**src/rtl/mdu_pkg.sv**
```systemverilog
// Shared encodings and sizes for the EX-stage multiply/divide unit.
// Imported by the iteration step and the unit top.
package mdu_pkg;

    localparam int MDU_WIDTH = 32;
    localparam int MDU_ITERS = MDU_WIDTH;
    localparam int MDU_ACC_W = 2 * MDU_WIDTH + 2;

    typedef enum logic [1:0] {
        MDU_MULT  = 2'b00,
        MDU_MULTU = 2'b01,
        MDU_DIV   = 2'b10,
        MDU_DIVU  = 2'b11
    } mdu_op_e;

    typedef enum logic [1:0] {
        S_IDLE = 2'b00,
        S_CALC = 2'b01,
        S_DONE = 2'b10
    } mdu_state_e;

endpackage

```
**src/rtl/mdu_iter_step.sv**
```systemverilog
// One combinational iteration: shift-add (mult) or restoring
// trial-subtract (div) on an accumulator of {hi, lo}.
module mdu_iter_step
    import mdu_pkg::*;
(
    input  logic [MDU_ACC_W-1:0] acc,
    input  logic [MDU_WIDTH:0]   operand,
    input  logic                 mode_div,
    output logic [MDU_ACC_W-1:0] acc_next
);
    localparam int W = MDU_WIDTH;

    logic [W+1:0] sum;
    logic [W+1:0] rem_sh;
    logic [W+1:0] diff;

    always_comb begin
        sum    = acc[MDU_ACC_W-1:W] + (acc[0] ? {1'b0, operand} : '0);
        rem_sh = {1'b0, acc[2*W-1:W], acc[W-1]};
        diff   = rem_sh - {1'b0, operand};
        acc_next = '0;
        if (!mode_div) begin
            acc_next = {1'b0, sum, acc[W-1:1]};
        end else if (!diff[W+1]) begin
            acc_next = {1'b0, diff[W:0], acc[W-2:0], 1'b1};
        end else begin
            acc_next = {1'b0, rem_sh[W:0], acc[W-2:0], 1'b0};
        end
    end

endmodule

```
**src/rtl/mult_div_unit.sv**
```systemverilog
// Iterative 32x32 MULT/MULTU/DIV/DIVU unit producing {hi,lo}.
// Holds busy during CALC so the hazard unit stalls the pipeline.
module mult_div_unit
    import mdu_pkg::*;
(
    input  logic                   clock,
    input  logic                   reset,
    input  logic                   start,
    input  logic [1:0]             op,
    input  logic [MDU_WIDTH-1:0]   src_a,
    input  logic [MDU_WIDTH-1:0]   src_b,
    input  logic                   flush,
    output logic                   busy,
    output logic                   done,
    output logic [2*MDU_WIDTH-1:0] prod,
    output logic                   div_by_zero
);
    localparam int W  = MDU_WIDTH;
    localparam int CW = $clog2(MDU_ITERS);

    mdu_state_e           state;
    logic [CW-1:0]        count;
    logic [MDU_ACC_W-1:0] acc;
    logic [MDU_ACC_W-1:0] acc_step;
    logic [MDU_ACC_W-1:0] acc_init;
    logic [W:0]           operand;
    logic [W:0]           operand_init;
    logic [W:0]           mag_a;
    logic [W:0]           mag_b;
    logic [W-1:0]         raw_a;
    logic                 is_div;
    logic                 neg_res;
    logic                 neg_rem;
    logic                 dbz;
    logic                 op_div;
    logic                 op_signed;
    logic                 sign_a;
    logic                 sign_b;
    logic [2*W-1:0]       mag_res;
    logic [2*W-1:0]       result;
    logic [W-1:0]         quo;
    logic [W-1:0]         rem;

    // 33-bit magnitudes keep |0x8000_0000| from wrapping
    always_comb begin
        op_div    = (op == MDU_DIV) || (op == MDU_DIVU);
        op_signed = (op == MDU_MULT) || (op == MDU_DIV);
        sign_a    = op_signed & src_a[W-1];
        sign_b    = op_signed & src_b[W-1];
        mag_a     = sign_a ? -{1'b1, src_a} : {1'b0, src_a};
        mag_b     = sign_b ? -{1'b1, src_b} : {1'b0, src_b};
        acc_init  = '0;
        acc_init[W-1:0] = op_div ? mag_a[W-1:0] : mag_b[W-1:0];
        operand_init    = op_div ? mag_b : mag_a;
    end

    mdu_iter_step u_step (
        .acc      (acc),
        .operand  (operand),
        .mode_div (is_div),
        .acc_next (acc_step)
    );

    always_comb begin
        mag_res = acc_step[2*W-1:0];
        quo     = neg_res ? -acc_step[W-1:0] : acc_step[W-1:0];
        rem     = neg_rem ? -acc_step[2*W-1:W] : acc_step[2*W-1:W];
        result  = '0;
        if (!is_div) begin
            result = neg_res ? -mag_res : mag_res;
        end else if (dbz) begin
            result = {raw_a, {W{1'b1}}};
        end else begin
            result = {rem, quo};
        end
    end

    assign busy = (state == S_CALC);

    always_ff @(posedge clock or negedge reset) begin
        if (!reset) begin
            state       <= S_IDLE;
            count       <= '0;
            acc         <= '0;
            operand     <= '0;
            raw_a       <= '0;
            is_div      <= 1'b0;
            neg_res     <= 1'b0;
            neg_rem     <= 1'b0;
            dbz         <= 1'b0;
            prod        <= '0;
            done        <= 1'b0;
            div_by_zero <= 1'b0;
        end else if (flush) begin
            state <= S_IDLE;
            count <= '0;
            done  <= 1'b0;
        end else begin
            done <= 1'b0;
            unique case (state)
                S_CALC: begin
                    acc   <= acc_step;
                    count <= count + CW'(1);
                    if (count == CW'(MDU_ITERS - 1)) begin
                        state       <= S_DONE;
                        prod        <= result;
                        div_by_zero <= dbz;
                        done        <= 1'b1;
                    end
                end
                // IDLE and DONE both accept a new operation
                default: begin
                    if (start) begin
                        state   <= S_CALC;
                        count   <= '0;
                        acc     <= acc_init;
                        operand <= operand_init;
                        raw_a   <= src_a;
                        is_div  <= op_div;
                        neg_res <= sign_a ^ sign_b;
                        neg_rem <= sign_a;
                        dbz     <= op_div && (src_b == '0);
                    end else begin
                        state <= S_IDLE;
                    end
                end
            endcase
        end
    end

endmodule

```
**config.mk**
```make
export PLATFORM = sky130hd
export DESIGN_NAME = mult_div_unit
export DESIGN_NICKNAME = d
export VERILOG_FILES = /design/src/rtl/mdu_pkg.sv /design/src/rtl/mdu_iter_step.sv /design/src/rtl/mult_div_unit.sv
export SDC_FILE = /design/constraint.sdc
export NUM_CORES = 1
export LEC_CHECK = 0
export CAP_MARGIN = 15
export CORE_MARGIN = 1
export CORE_UTILIZATION = 50
export DETAILED_ROUTE_END_ITERATION = 16
export PLACE_DENSITY = 0.81
export SLEW_MARGIN = 15
export SYNTH_ARGS = -nofsm -noshare
export SYNTH_HDL_FRONTEND = slang
export SYNTH_SLANG_ARGS = --single-unit
```
**constraint.sdc**
```tcl
create_clock -name clock -period 8.6 [get_ports clock]
set_clock_uncertainty 0.15 [all_clocks]
set_input_delay 1.72 -clock clock [delete_from_list [all_inputs] [get_ports clock]]
set_output_delay 1.72 -clock clock [all_outputs]
set_load 0.02 [all_outputs]
```
==> impl.org <==
** Status
- The flow ran to the end, and the final reports show no timing, DRC or antenna violations.

** Finish
- Area of all sequential standard cells :: ~5200 um^2
- The net count of the finished layout is roughly 2400.
- After filler insertion, the fill cell instance count of the layout stands at 3072.
- The area growth from synthesis to layout is 14.9%.
- In the final layout, the multi-input gates occupy 11400 um^2.
- Once layout is complete, the utilization of the core stands at 58.9%.
- Ratio of cells with drive above 1 in the final layout :: roughly 6.4%

** Critical path
- For this run, the slowest stage of the critical path takes about 0.77 ns.
- CP endpoint kind :: flop
- The worst setup path is launched from a flop.
- Class of the most critical setup path :: flop to flop
- The kind of cell with the highest combined delay along the critical path is simple AND/OR/NAND/NOR gates.
- Buffers and inverters on the worst path :: 2
- Data arrival time of the critical path :: between 6 and 7 ns
- Crit-path cells :: ha_1 > a21oi_1 > o221ai_4 > o211ai_2 > buf_4 > a31oi_1 > inv_1 > ha_1 > o211ai_1 > or2_1 > or3_1 > nor4_1 > nand4_1 > o31ai_1 > xnor2_1 > nor3_1 > nor3_1
- Critical-path maximum fanout :: 12
- Highest-delay cell along the critical path :: nor4_1
- STA puts the critical path data required time at between 8 and 9 ns.

** Clock network
- After clock tree synthesis, the setup repair step added 0 buffers.
- H-tree lvl count :: 1
- Clock latency on the worst-skew pair, taken at its later pin, is roughly 0.56 ns.
- Root buffer cell :: clkbuf_16
- The number of clock buffers added by TritonCTS is 26.
- Clock-pin slew was measured on the worst setup and hold paths at ~0.060 ns.
- TritonCTS built the clock tree.
- CTS saw roughly 210 sinks.
- Gates resized, CTS repair :: 0
- Post-CTS Hold Buffers :: 0
- The clock passes through at most 3 buffers.

** Route
- Count of routing violations after the opening detailed-route iteration :: 2035
- Number of nets with antenna violations after routing :: 0
- Iteration count of the initial detailed-routing pass :: 8
- The routed design has between 60000 and 70000 um of wire.
- The detailed router placed between 15000 and 20000 vias in this run.
- Routed length on met2 :: about 29000 um
- In the final routed layout, each cell accounts on average for 23.7 um.
- For this run, design rule violations remaining after detail routing come to 0.
- The routed design uses roughly 6600 um of met3 wire.
- Signal routing reaches up to met5.
- In the final routing, the length of wire on met1 measures ~26000 um.
- Dividing the detail-routed via count by the number of cells gives approximately 6.5.

** Global routing
- The number of global-route vias before repair was around 17000.
- Across every metal layer, demand over resource in global routing totals 36.3%.
- Pin count of the biggest net entering global routing :: roughly 120
- Sum of overflow across all layers after global routing :: 0
- The number of antenna violations at the first check in global routing was 8.
- The first global-routing pass estimated approximately 100000 um of wire.

** Synthesis
- Ranked by total cell area, the synthesized netlist is headed by dfrtp_1 (30%), o21ai_0 (6.7%), nand2_1 (6.1%).
- Number of distinct standard cells referenced by the synthesized netlist :: between 80 and 90
- For this run, asynchronously set or reset flops after synthesis account for between 90% and 100%.
- The share of the Yosys chip area taken by registers is 29.8%.
- dfrtp_1 takes more of the synthesized area than any other cell.
- After synthesis the cells add up to between 15000 and 20000 um^2.
- Yosys reg bits :: 207
- A synthesized cell averages 7.86 um^2.
- The most used flip-flop cell after synthesis is dfrtp_1.
- By count the netlist is led by nand2_1 (281), o21ai_0 (233), dfrtp_1 (207), nor2_1 (195), a21oi_1 (186).
- Yosys printed 0 warnings.
- Synthesized net count :: roughly 2400
- Yosys mapped a number of flops with a built-in enable equal to 0.
- Top-area cell type share of the netlist area :: about 30%
- By instance count, the leading cell after synthesis is nand2_1.
- Synthesis handed over a netlist of about 2200 instances.

** Timing
- The worst pin sits at a relative slew slack of approximately an eighth.
- Once routing completed, OpenROAD measured the worst setup slack at 2.23 ns.
- For this run, the top clock speed supported by timing is 157 MHz.
- Final sum of negative setup slack :: 0 ns
- Setup repair after global routing left no endpoint under its margin.
- The final-report hold violation count was 0.
- Tightest Pin Transition :: 1.30 ns
- The number of slew-limit violations in the final report came to 0.
- Final Setup Violations :: 0
- Min Tclk post-route :: roughly 6.4 ns
- Of the available clock period, the critical path in the final layout requires between 70% and 80%.

** Die
- Overall die width :: around 190 um
- Floorplan die area :: ~35000 um^2
- Total number of placement rows :: 67
- Total core area :: 33900 um^2
- Die Y :: roughly 190 um
- For this configuration, the core starts out at a cell density of slightly above 50%.
- ~140 I/O pins were placed.

** Hold path
- In this run the worst hold path is classified as flop to flop.

** Placement
- Port buffer count :: between 100 and 150
- At the end of routability-driven placement, the weighted congestion stood at roughly 1.
- Timing analysis after detailed placement gives a worst setup slack of between 2 and 2.5 ns.
- The wire-length estimate of the detail-placed layout is ~49000 um.

** Run
- The tool flagged a number of max-cap violations equal to 0.

** Power
- Power spread over the standard cell area amounts to ~280 nW/um^2.
- For this design the static power due to leakage is about 0.0083 uW.
- The worst-case IR drop observed on VDD is about 200 uV.
- Final total power :: approximately 5500 uW
-- worst min-delay path: stages (launching register included) --
cell	delay, ns
dfrtp_1	0.34
nand2_1	0.05
nand2_1	0.06
-- through the flow --
stage,hold WS (ns),cells,instance area [um^2]
final,0.331,2753,19900
after global routing,0.353,2747,19900
after CTS,0.336,2747,19900
after detailed placement,0.321,2699,19000
after global placement,0.315,2699,19000
after floorplan,0.300,2208,17400
-- cell families (layout without fill, tap and decap cells) --
logic type | Yosys count | after routing | synth area share (%)
buf+inv | 191 | 282 | 4.33
flops | 207 | 207 | 29.8
other cells | 0 | 6 | 0
xor+xnor | 180 | 180 | 9.08
simple gates | 745 | 745 | 19.7
compound gates | 730 | 730 | 26.7
fa+ha+maj | 74 | 74 | 5.42
mux | 81 | 81 | 4.92
-- path summary, 6_finish.rpt --
check | from | endpoint | slack, ns | depth (start not counted)
setup / recovery | acc[47]$_DFFE_PN0P_ | prod[52]$_DFFE_PN0P_ | 2.23 | 17
hold / removal | prod[31]$_DFFE_PN0P_ | prod[31]$_DFFE_PN0P_ | 0.33 | 2
setup reg to reg | acc[47]$_DFFE_PN0P_ | prod[52]$_DFFE_PN0P_ | 2.23 | 17
hold reg to reg | prod[31]$_DFFE_PN0P_ | prod[31]$_DFFE_PN0P_ | 0.33 | 2
max in group asynchronous | reset | prod[21]$_DFFE_PN0P_ | 5.89 | 2
min in group asynchronous | reset | operand[21]$_DFFE_PN0P_ | 0.98 | 1
-- routing by layer --
metal	vias up	track usage (%)
met5	-	0
met4	4	18.0
met3	232	7.49
met2	1079	57.2
met1	8512	47.2
li1	8148	-
-- flip-flops by register name, summed over array words and instances (netlist names), 2 cells and up --
register and count:
acc 65, count 5, operand 33, prod 64
raw_a 32, state 2
-- layout make-up --
class / count / area share [%]
tap: 448 / 2.81
antenna: 6 / 0.0753
sequential: 207 / 26.0
timing repair buffer: 165 / 7.93
multi-input combinational: 1810 / 57.3
inverter: 69 / 1.30
clock inverter: 15 / 0.878
clock buffer: 33 / 3.70
-- where the power goes --
group | switching, uW | internal (uW)
Clock | 469 | 697
Sequential | 168 | 1120
Combinational | 2010 | 1070
-- cells in the final DEF, fill, tap and decap left out, types with 11 or more instances in the layout --
cell type	netlist	routed
nand4_1	20	20
a21o_1	24	24
and2_1	41	41
nand2b_1	17	17
o31ai_1	25	25
a31oi_1	23	23
inv_1	67	66
ha_1	72	72
o41ai_1	17	17
or3_1	21	21
nor4_1	19	19
clkdlybuf4s50_1	0	134
o21a_1	14	14
xor2_1	83	83
nand2_1	281	281
mux2_2	35	35
o211ai_1	28	28
buf_4	2	30
a211oi_1	22	22
clkbuf_16	0	26
a22o_1	15	15
nor3_1	47	47
a21oi_1	186	186
dfrtp_1	207	206
o22a_1	31	31
o21ai_0	233	233
and3_1	12	12
or4_1	11	11
mux2i_1	46	46
nand3_1	41	41
nor2_1	195	194
xnor2_1	97	97
Note: power is estimated with default switching activity, not from simulation.
